==> src/rtl/add_seq_ctrl.sv <==
// Sequential W-bit add/subtract controller: walks N-bit words of A and B through an
// external N-bit adder, least-significant word first, and registers sum, carry and overflow.
module add_seq_ctrl #(
    parameter int N     = 32,
    parameter int WORDS = 4
) (
    input  logic                 clk,
    input  logic                 rst_n,
    input  logic                 start,
    input  logic                 sub,
    input  logic [N*WORDS-1:0]   a_in,
    input  logic [N*WORDS-1:0]   b_in,
    output logic                 busy,
    output logic                 done,
    output logic [N*WORDS-1:0]   sum_out,
    output logic                 cout,
    output logic                 of,
    output logic [N-1:0]         add_a,
    output logic [N-1:0]         add_b,
    output logic                 add_cin,
    input  logic [N-1:0]         add_s,
    input  logic                 add_cout
);

    localparam int W    = N * WORDS;
    localparam int IDXW = (WORDS > 1) ? $clog2(WORDS) : 1;
    localparam logic [IDXW-1:0] LAST = IDXW'(WORDS - 1);

    typedef enum logic [1:0] {IDLE, RUN, DONE} state_t;

    state_t            state_reg, state_next;
    logic [IDXW-1:0]   idx_reg;
    logic              carry_reg;
    logic              sub_reg;
    logic [W-1:0]      a_reg, b_reg;
    logic [N-1:0]      a_word [WORDS];
    logic [N-1:0]      b_word [WORDS];
    logic              last_word;
    logic              top_a, top_b;

    // Word views of the latched operands so the active word is a simple array select.
    for (genvar gi = 0; gi < WORDS; gi++) begin : g_words
        assign a_word[gi] = a_reg[gi*N +: N];
        assign b_word[gi] = b_reg[gi*N +: N];
    end

    assign last_word = (idx_reg == LAST);
    assign top_a     = a_reg[W-1];
    assign top_b     = b_reg[W-1] ^ sub_reg;

    always_ff @(posedge clk or negedge rst_n) begin
        if (!rst_n) begin
            state_reg <= IDLE;
        end else begin
            state_reg <= state_next;
        end
    end

    always_comb begin
        state_next = state_reg;
        case (state_reg)
            IDLE:    if (start) state_next = RUN;
            RUN:     if (last_word) state_next = DONE;
            DONE:    state_next = IDLE;
            default: state_next = IDLE;
        endcase
    end

    always_comb begin
        busy    = 1'b0;
        done    = 1'b0;
        add_a   = '0;
        add_b   = '0;
        add_cin = 1'b0;
        case (state_reg)
            RUN: begin
                busy    = 1'b1;
                add_a   = a_word[idx_reg];
                add_b   = b_word[idx_reg] ^ {N{sub_reg}};
                add_cin = carry_reg;
            end
            DONE: begin
                busy = 1'b1;
                done = 1'b1;
            end
            default: ;
        endcase
    end

    always_ff @(posedge clk or negedge rst_n) begin
        if (!rst_n) begin
            idx_reg   <= '0;
            carry_reg <= 1'b0;
            sub_reg   <= 1'b0;
            a_reg     <= '0;
            b_reg     <= '0;
            cout      <= 1'b0;
            of        <= 1'b0;
        end else begin
            case (state_reg)
                IDLE: begin
                    if (start) begin
                        a_reg     <= a_in;
                        b_reg     <= b_in;
                        sub_reg   <= sub;
                        idx_reg   <= '0;
                        carry_reg <= sub;
                    end
                end
                RUN: begin
                    carry_reg <= add_cout;
                    if (last_word) begin
                        // Index wraps here so it never exceeds the last word.
                        idx_reg <= '0;
                        cout    <= add_cout;
                        of      <= (top_a == top_b) && (add_s[N-1] != top_a);
                    end else begin
                        idx_reg <= idx_reg + 1'b1;
                    end
                end
                default: ;
            endcase
        end
    end

    for (genvar gi = 0; gi < WORDS; gi++) begin : g_sum
        always_ff @(posedge clk or negedge rst_n) begin
            if (!rst_n) begin
                sum_out[gi*N +: N] <= '0;
            end else if (state_reg == RUN && idx_reg == IDXW'(gi)) begin
                sum_out[gi*N +: N] <= add_s;
            end
        end
    end

endmodule

==> config.mk <==
export PLATFORM = sky130hd
export DESIGN_NAME = add_seq_ctrl
export DESIGN_NICKNAME = d
export VERILOG_FILES = /design/src/rtl/add_seq_ctrl.sv
export SDC_FILE = /design/constraint.sdc
export NUM_CORES = 1
export LEC_CHECK = 0
export ABC_AREA = 1
export BUFFER_PORTS_ARGS = -buffer_cell sky130_fd_sc_hd__buf_2
export CORE_AREA = 4 4 186 188
export CTS_CLUSTER_DIAMETER = 150
export DETAILED_ROUTE_END_ITERATION = 10
export DIE_AREA = 0 0 190 192
export PLACE_DENSITY_LB_ADDON = 0.12
export SYNTH_ARGS = -nofsm -noshare
export SYNTH_HDL_FRONTEND = slang
export SYNTH_SLANG_ARGS = --single-unit
==> constraint.sdc <==
create_clock -name clk -period 5.6 [get_ports clk]
set_clock_uncertainty 0.2 [all_clocks]
set_input_delay 0.56 -clock clk [delete_from_list [all_inputs] [get_ports clk]]
set_output_delay 0.56 -clock clk [all_outputs]
set_load 0.005 [all_outputs]
### After elaboration in Yosys (flattened, before gate mapping)

Index checks and enable logic that the tools add are counted.
Widths: inputs -> output; s select.

| operators by class | value |
|---|---|
| equal/unequal tests | 9 |
| bitwise operators | 3 |
| mux-type cells | 19 |
| reductions and logical operators | 13 |
| add/sub/neg operators | 1 |
| $lt $le $gt $ge | 1 |

Operators with widths:

| operator | number |
|---|---|
| $mux 32 | 6 |
| $bmux 32 s2 | 2 |
| $xor 32x32->32 | 1 |
| $mux 2 | 4 |
| $pmux 2 s2 | 2 |
| $reduce_and 2->1 | 4 |
| $eq 2x2->1 const B | 3 |
| $logic_and 1x1->1 | 5 |
| $eq 2x1->1 const B | 2 |
| $logic_not 2->1 | 2 |
| $mux 1 | 4 |
| $ne 2x2->1 const B | 2 |
| $ge 3x3->1 const B | 1 |
| $not 2->3 | 1 |
| $add 2x1->2 const B | 1 |
| $pmux 1 s2 | 1 |
| $reduce_bool 2->1 | 1 |
| $reduce_or 2->1 | 1 |
| $eq 1x1->1 | 1 |
| $ne 1x1->1 | 1 |
| $xor 1x1->1 | 1 |

| storage, ports and cells | value |
|---|---|
| register bits | 392 |
| input bits | 293 |
| word-level logic and storage cells | 58 |
| output and inout port bits | 197 |

### Longest topological paths before layout

Gate-level depths: netlist (run 1).

| depth | value |
|---|---|
| depth after elaboration | 6 |
| mapped depth | 10 |
| depth with buffers taken out | 7 |

### Worst setup path before layout (run 1)

OpenSTA, ideal clock, no wires.

| timing | value |
|---|---|
| path type | reg-to-output |
| from | register state_reg[1] |
| to | output port add_b[10] |
| buffers on the path | 2 |
| data arrival time | 1334 ps |
| stages on the path, launching flop included | 7 |
| path slack | 3506 ps |
| cell sequence | dfrtp_1 -> inv_1 -> ha_1 -> buf_2 -> clkbuf_1 -> nand2_1 -> nor2_1 |

| between the ends | value |
|---|---|
| longest elaborated chain between the ends | 2 |

Ends and longest elaborated chain:

| what | line | text |
|---|---|---|
| start: declaration | 31 | `state_t state_reg, state_next;` |
| start signal: assignment | 55 | `state_reg <= state_next;` |
| $eq 2x1->1 | 75 | `case (state_reg)` |
| $mux 32 | 75 |  |
| end: declaration | 19 | `output logic [N-1:0] add_b,` |

Every way passes these cells.

### Worst setup path in the final report (run 1)

| timing | value |
|---|---|
| from | register idx_reg[0] |
| to | output port add_a[27] |

| between the ends | value |
|---|---|
| longest elaborated chain between the ends | 5 |

Ends and longest elaborated chain:

| what | line | text |
|---|---|---|
| start: declaration | 32 | `logic [IDXW-1:0] idx_reg;` |
| start signal: assignment | 118 | `idx_reg <= idx_reg + 1'b1;` |
| $not 2->3 (implied by the code) | 78 | `add_a = a_word[idx_reg];` |
| $bmux 32 s2 | 78 |  |
| $mux 32 (implied by the code) (2 in series) | 78 |  |
| $mux 32 | 75 |  |
| end: declaration | 18 | `output logic [N-1:0] add_a,` |

Every way passes these cells. The select of a mux whose other input is x is not followed.

==> out/results.ini, run 1 <==
[sta]
maxSlewHeadroom_pct=26.2
tns_ns=0
fmax_mhz=259
grt_setup_unrepaired=no
worst_pin_slew_ns=1.10
setup_viol=0
min_period_over_period_pct=69.1
hold_violations=39
whs_ns=-0.0951
drv_slew=0
min_period_ns=3.87

[pwr]
p_leak_nw=10.5
powerDensity_nw_per_um2=582
power_mw=12.3
ir_worst_vdd_uv=335

[floorplanning]
die_h_um=192
pin_count=490
core_region_area_um2=33100
fp-row-count=67
fp.dieW_um=190
start_util_pct=52.1
die_area_um2=36500

[detailed_routing]
avgRoutedWirePerCell_um=18.9
drt_wl_total_mm=48.7
drt_first_pass_iters=7
ant_nets=0
first_iter_violations=758
vias_per_cell=5.28
dr_total_vias=13600
drcViolationCount=0

[synthesis]
synth_area_um2=17200
ys_types=23
synth_mux_area_share_pct=16.7
synth-compound-area-share_pct=7.65
netlist_top_cells_area=dfrtp_1 57%, mux2_1 13%, nand2_1 6.7%
synth_top_area_share_pct=56.9
synth-simple-area-share_pct=13.2
ys_ff_latch=392
synth_largest_area_cell=dfrtp_1
syn_area_per_cell_um2=10.5
synth_top_family_by_area=multiplexers
ys_seq_area_share_pct=56.9
synth_nets=1945
netlist_instances=1644
yosys.area_share.adder_pct=0.580
yosys.area_share.xor_xnor_pct=0.102
yosys_warnings=0

[final_layout]
fillCellCount=2810
drive_gt1_share_pct=30.2
fin_util_pct=64.0
area_growth_pct=22.8
nets=2381
multi_input_area_um2=6620
regArea_um2=9820

[global_route]
gr-total-overflow=0
grt_usage_pct=26.0
grt_antenna_before_repair=27
grt_pass1_vias=13300
grt_max_degree=128
grt_pass1_wl_mm=74.9

[run]
drv_cap=0

[clock_tree]
clk_latency_ns=0.52
clock-root-buffer=clkbuf_16
cts_resized=0
cts_tree=done
cts_setup_buffers=0
clk_pin_slew_ns=0.06
clk_path_buf_depth=3
numClockSinks=392
cts_made_buffers=43
cts_max_level=2
cts-hold-fix-buffers=0

[setup_path]
critical-path-max-stage-delay_ns=0.87
critical-path-top-delay-family=buffers and inverters
critPathMostFrequentCell=nor2_1
reg2reg_depth=4
worstReg2RegStart=idx_reg[0]$_DFFE_PN0P_
r2r_slack_ns=2.23
endpoint_kind=output pin
worstPathRequired_ns=4.84
regToRegEndpoint=sum_out[41]$_DFFE_PN0P_
path_buf_inv=2
crit_path_start_kind=flop
crit_arrival_ns=3.11
crit_slowest_cell=buf_4
crit_path_cell_trace=buf_4, nor2_1, nor2_1, o21ai_0, a21oi_1, buf_2
worst-path-max-fanout=86
crit_type=flop to output pin

[worst_hold_path]
worstHoldPathType=input port to async pin

[placement]
numPortBuffers=489
gp_congestion=0.891
dp_hpwl_mm=33.6

[outcome]
status=complete, but fails checks
violations=negative hold slack

[report_power, final]
group / internal, mW / switching (mW)
logic: 2.00 / 2.47
clock network: 1.69 / 1.10
registers: 4.28 / 0.794
total: 7.97 / 4.36
[logic make-up after synthesis]
family,count (synthesis)
AND/OR/NAND/NOR,572
flip-flops,392
AO/OA/AOI/OAI,263
multiplexers,256
buffers and inverters,151
adder cells (fa/ha/maj),8
XOR/XNOR,2
[final cells by class]
class	count	area share, %
Antenna cell	15	0.177
Clock buffer	67	6.37
Clock inverter	9	0.331
Inverter	41	0.738
Multi-Input combinational cell	1101	31.3
Sequential cell	392	46.3
Tap cell	448	2.65
Timing Repair Buffer	501	12.1
[layout by cell type (no fill, tap or decap), drive strengths merged]
master	count
buf	501
dfrtp	392
nand2	309
mux2	256
o21ai	195
nor2	164
nand3	97
clkbuf	67
a21oi	66
inv	41
diode	15
clkinv	8
ha	8
or2	2
o211ai	1
xor2	1
xnor2	1
a31oi	1
bufinv	1
[cell usage after synthesis, drive strengths merged]
cell type  count
nand3         97
xor2           1
nand2        309
a31oi          1
nor2         164
o211ai         1
a21oi         66
inv           41
mux2         256
buf           75
or2            2
dfrtp        392
ha             8
clkbuf        35
o21ai        195
xnor2          1
[metal layers]
layer | global-route usage, % | share of wire, % | vias to the layer above
li1 | - | - | 6388
met1 | 33.7 | 40 | 6554
met2 | 42.4 | 48 | 504
met3 | 6.98 | 8.3 | 121
met4 | 9.63 | 3.6 | 24
met5 | 0 | 0.27 | -
[metrics by stage]
| stage | cell area (um^2) | setup slack (ns) | instances |
|---|---|---|---|
| finish | 21200 | 1.73 | 2574 |
| global placement | 19700 | 2.34 | 2483 |
| floorplan | 17200 | 3.51 | 1644 |
| CTS | 21100 | 1.71 | 2559 |
| global route | 21200 | 1.60 | 2571 |
| detailed placement | 19700 | 2.27 | 2483 |
[how the worst max path moves through the flow]
stage	endpoint	cells past startpoint	startpoint
2_1_floorplan	add_b[10]	6	state_reg[1]$_DFFE_PN0P_
3_5_place_dp	sum_out[34]$_DFFE_PN0P_	4	idx_reg[0]$_DFFE_PN0P_
6_report	add_a[27]	6	idx_reg[0]$_DFFE_PN0P_
4_1_cts	add_a[27]	6	idx_reg[0]$_DFFE_PN0P_
5_1_grt	add_a[27]	6	idx_reg[0]$_DFFE_PN0P_
3_3_place_gp	add_a[27]	5	state_reg[1]$_DFFE_PN0P_
No activity file was read; power rests on OpenSTA's default activity.
==> inputs of run 2 (changes only) <==
CORE_AREA = not set   (was 4 4 186 188)
CORE_MARGIN = 4   (was not set)
CORE_UTILIZATION = 52   (was not set)
DIE_AREA = not set   (was 0 0 190 192)
clock period = 4.04 ns   (was 5.6 ns; I/O delays follow)
==> run 2 against run 1 <==
Net effect:
- the run now ends clean
- highest routed layer is now met4
- sequential power rose by 40%
- wire length rose by 14%
- via count rose by 12%
- power rose by 42%
- setup slack got worse by 1.2 ns
- die area fell by 0.91%
- critical path type unchanged
- design area rose by 13%
- count of clock-buffer cells in the layout fell by 7
- largest cell class unchanged
- sequential share of layout area fell by 5.3 points
==> out/results.ini, run 2 (synthesis gave the netlist of run 1 again) <==
[outcome]
status=complete, no violations

[worst_hold_path]
min_to=sum_out[6]$_DFFE_PN0P_
hold_start=add_s[6]
worstHoldPathType=input port to flop
hold_path_depth=3

[clock_tree]
cts_max_level=2
cts_resized=0
cts_made_buffers=42
numClockSinks=392
cts-hold-fix-buffers=273
clk_path_buf_depth=3
cts_tree=done
clock-root-buffer=clkbuf_16
clk_latency_ns=0.54
clk_pin_slew_ns=0.06
cts_setup_buffers=0

[sta]
min_period_ns=3.49
hold_violations=0
min_period_over_period_pct=86.3
grt_setup_unrepaired=no
worst_slack_ns=0.552
setup_viol=0
tns_ns=0
drv_slew=0
worst_pin_slew_ns=1.13
maxSlewHeadroom_pct=24.6
fmax_mhz=287

[pwr]
p_leak_nw=11.6
powerDensity_nw_per_um2=731
ir_worst_vdd_uv=415

[global_route]
gr-total-overflow=0
grt_antenna_before_repair=7
grt_pass1_wl_mm=86.9
grt_max_degree=115
grt_pass1_vias=16000
grt_usage_pct=30.1

[placement]
dp_cells=2484
numPortBuffers=489
gp_congestion=0.866
dp_hpwl_mm=34.6
place_ws_ns=1.06
post_dp_cell_area_um2=19800

[detailed_routing]
first_iter_violations=847
drt_first_pass_iters=5
dr_total_vias=15200
vias_per_cell=5.37
drcViolationCount=0
drt_wl_total_mm=55.5
avgRoutedWirePerCell_um=19.6
ant_nets=0

[setup_path]
regToRegEndpoint=sum_out[114]$_DFFE_PN0P_
r2r_slack_ns=1.03
crit_type=flop to output pin
worstReg2RegStart=idx_reg[0]$_DFFE_PN0P_
reg2reg_depth=4
crit_path_start_kind=flop
endpoint_kind=output pin
crit_slowest_cell=dfrtp_4
critical-path-top-delay-family=buffers and inverters
crit_path_cell_trace=inv_4, buf_4, nand2_1, nand3_1, a21oi_1, nor2_1, buf_2
worst-path-max-fanout=53
path_buf_inv=3
critical-path-max-stage-delay_ns=0.62
crit_arrival_ns=2.88
worstPathRequired_ns=3.44

[run]
drv_cap=0

[floorplanning]
die_h_um=190
die_area_um2=36100
start_util_pct=52.9
pin_count=490
fp-row-count=66
fp.dieW_um=190
core_region_area_um2=32600

[final_layout]
final_common_cell=buf_2
final_cell_mix=488 x buf_2, 389 x dfrtp_1, 304 x nand2_1, 273 x dlygate4sd3_1, 202 x mux2_1
post_layout_nonfiller_instances=2836
design_area_um2=23900
area_growth_pct=38.7
nets=2660
drive_gt1_share_pct=26.8

-- run 2: routing by layer --
layer | share of wire (%) | global-route usage [%] | vias up
met3 | 7.6 | 6.06 | 152
met5 | 0 | 0 | -
met4 | 4.5 | 13.1 | 0
met2 | 50 | 51.7 | 684
met1 | 38 | 37.2 | 7454
li1 | - | - | 6930
-- run 2: final cells by class --
class                   instances  area, um^2
multi-input cells            1101        6620
fillers                      2235        8700
clock buffers                  60        1230
diodes                          7        17.5
clock inverters                12         114
repair buffers                781        5410
flip-flops and latches        392        9820
well taps                     442         553
inverters                      41         156
-- run 2: worst max path at each step --
stage	start	end	slack, ns	cells past startpoint
floorplan	idx_reg[0]$_DFFE_PN0P_	sum_out[64]$_DFFE_PN0P_	2.05	9
global placement	idx_reg[0]$_DFFE_PN0P_	add_b[4]	1.17	7
detailed placement	idx_reg[0]$_DFFE_PN0P_	sum_out[118]$_DFFE_PN0P_	1.06	4
CTS	idx_reg[0]$_DFFE_PN0P_	add_b[4]	0.58	7
global route	idx_reg[0]$_DFFE_PN0P_	add_b[22]	0.40	7
finish	idx_reg[0]$_DFFE_PN0P_	add_b[22]	0.55	7
-- run 2: tightest hold or removal path: stages --
cell     delay [ns]
buf_2          0.08
inv_1          0.06
o21ai_0        0.15
-- run 2: report_power, final --
part           leakage (nW)  internal (mW)  total [mW]  switching, mW
combinational          6.38           2.97        6.61           3.64
sequential             4.56           5.93        7.11           1.18
clock                 0.672           2.24        3.77           1.54
total                  11.6           11.1        17.5           6.35
-- run 2: per-stage QoR --
stage                     hold WS (ns)  utilization [%]  power [mW]
after detailed placement         0.268             60.8        13.4
after CTS                      0.00160             73.3        17.4
after global routing            0.0171             73.3        18.7
after floorplan                -0.0916                -        11.0
final                          0.00633             73.3        17.5
after global placement           0.262             60.8        13.1
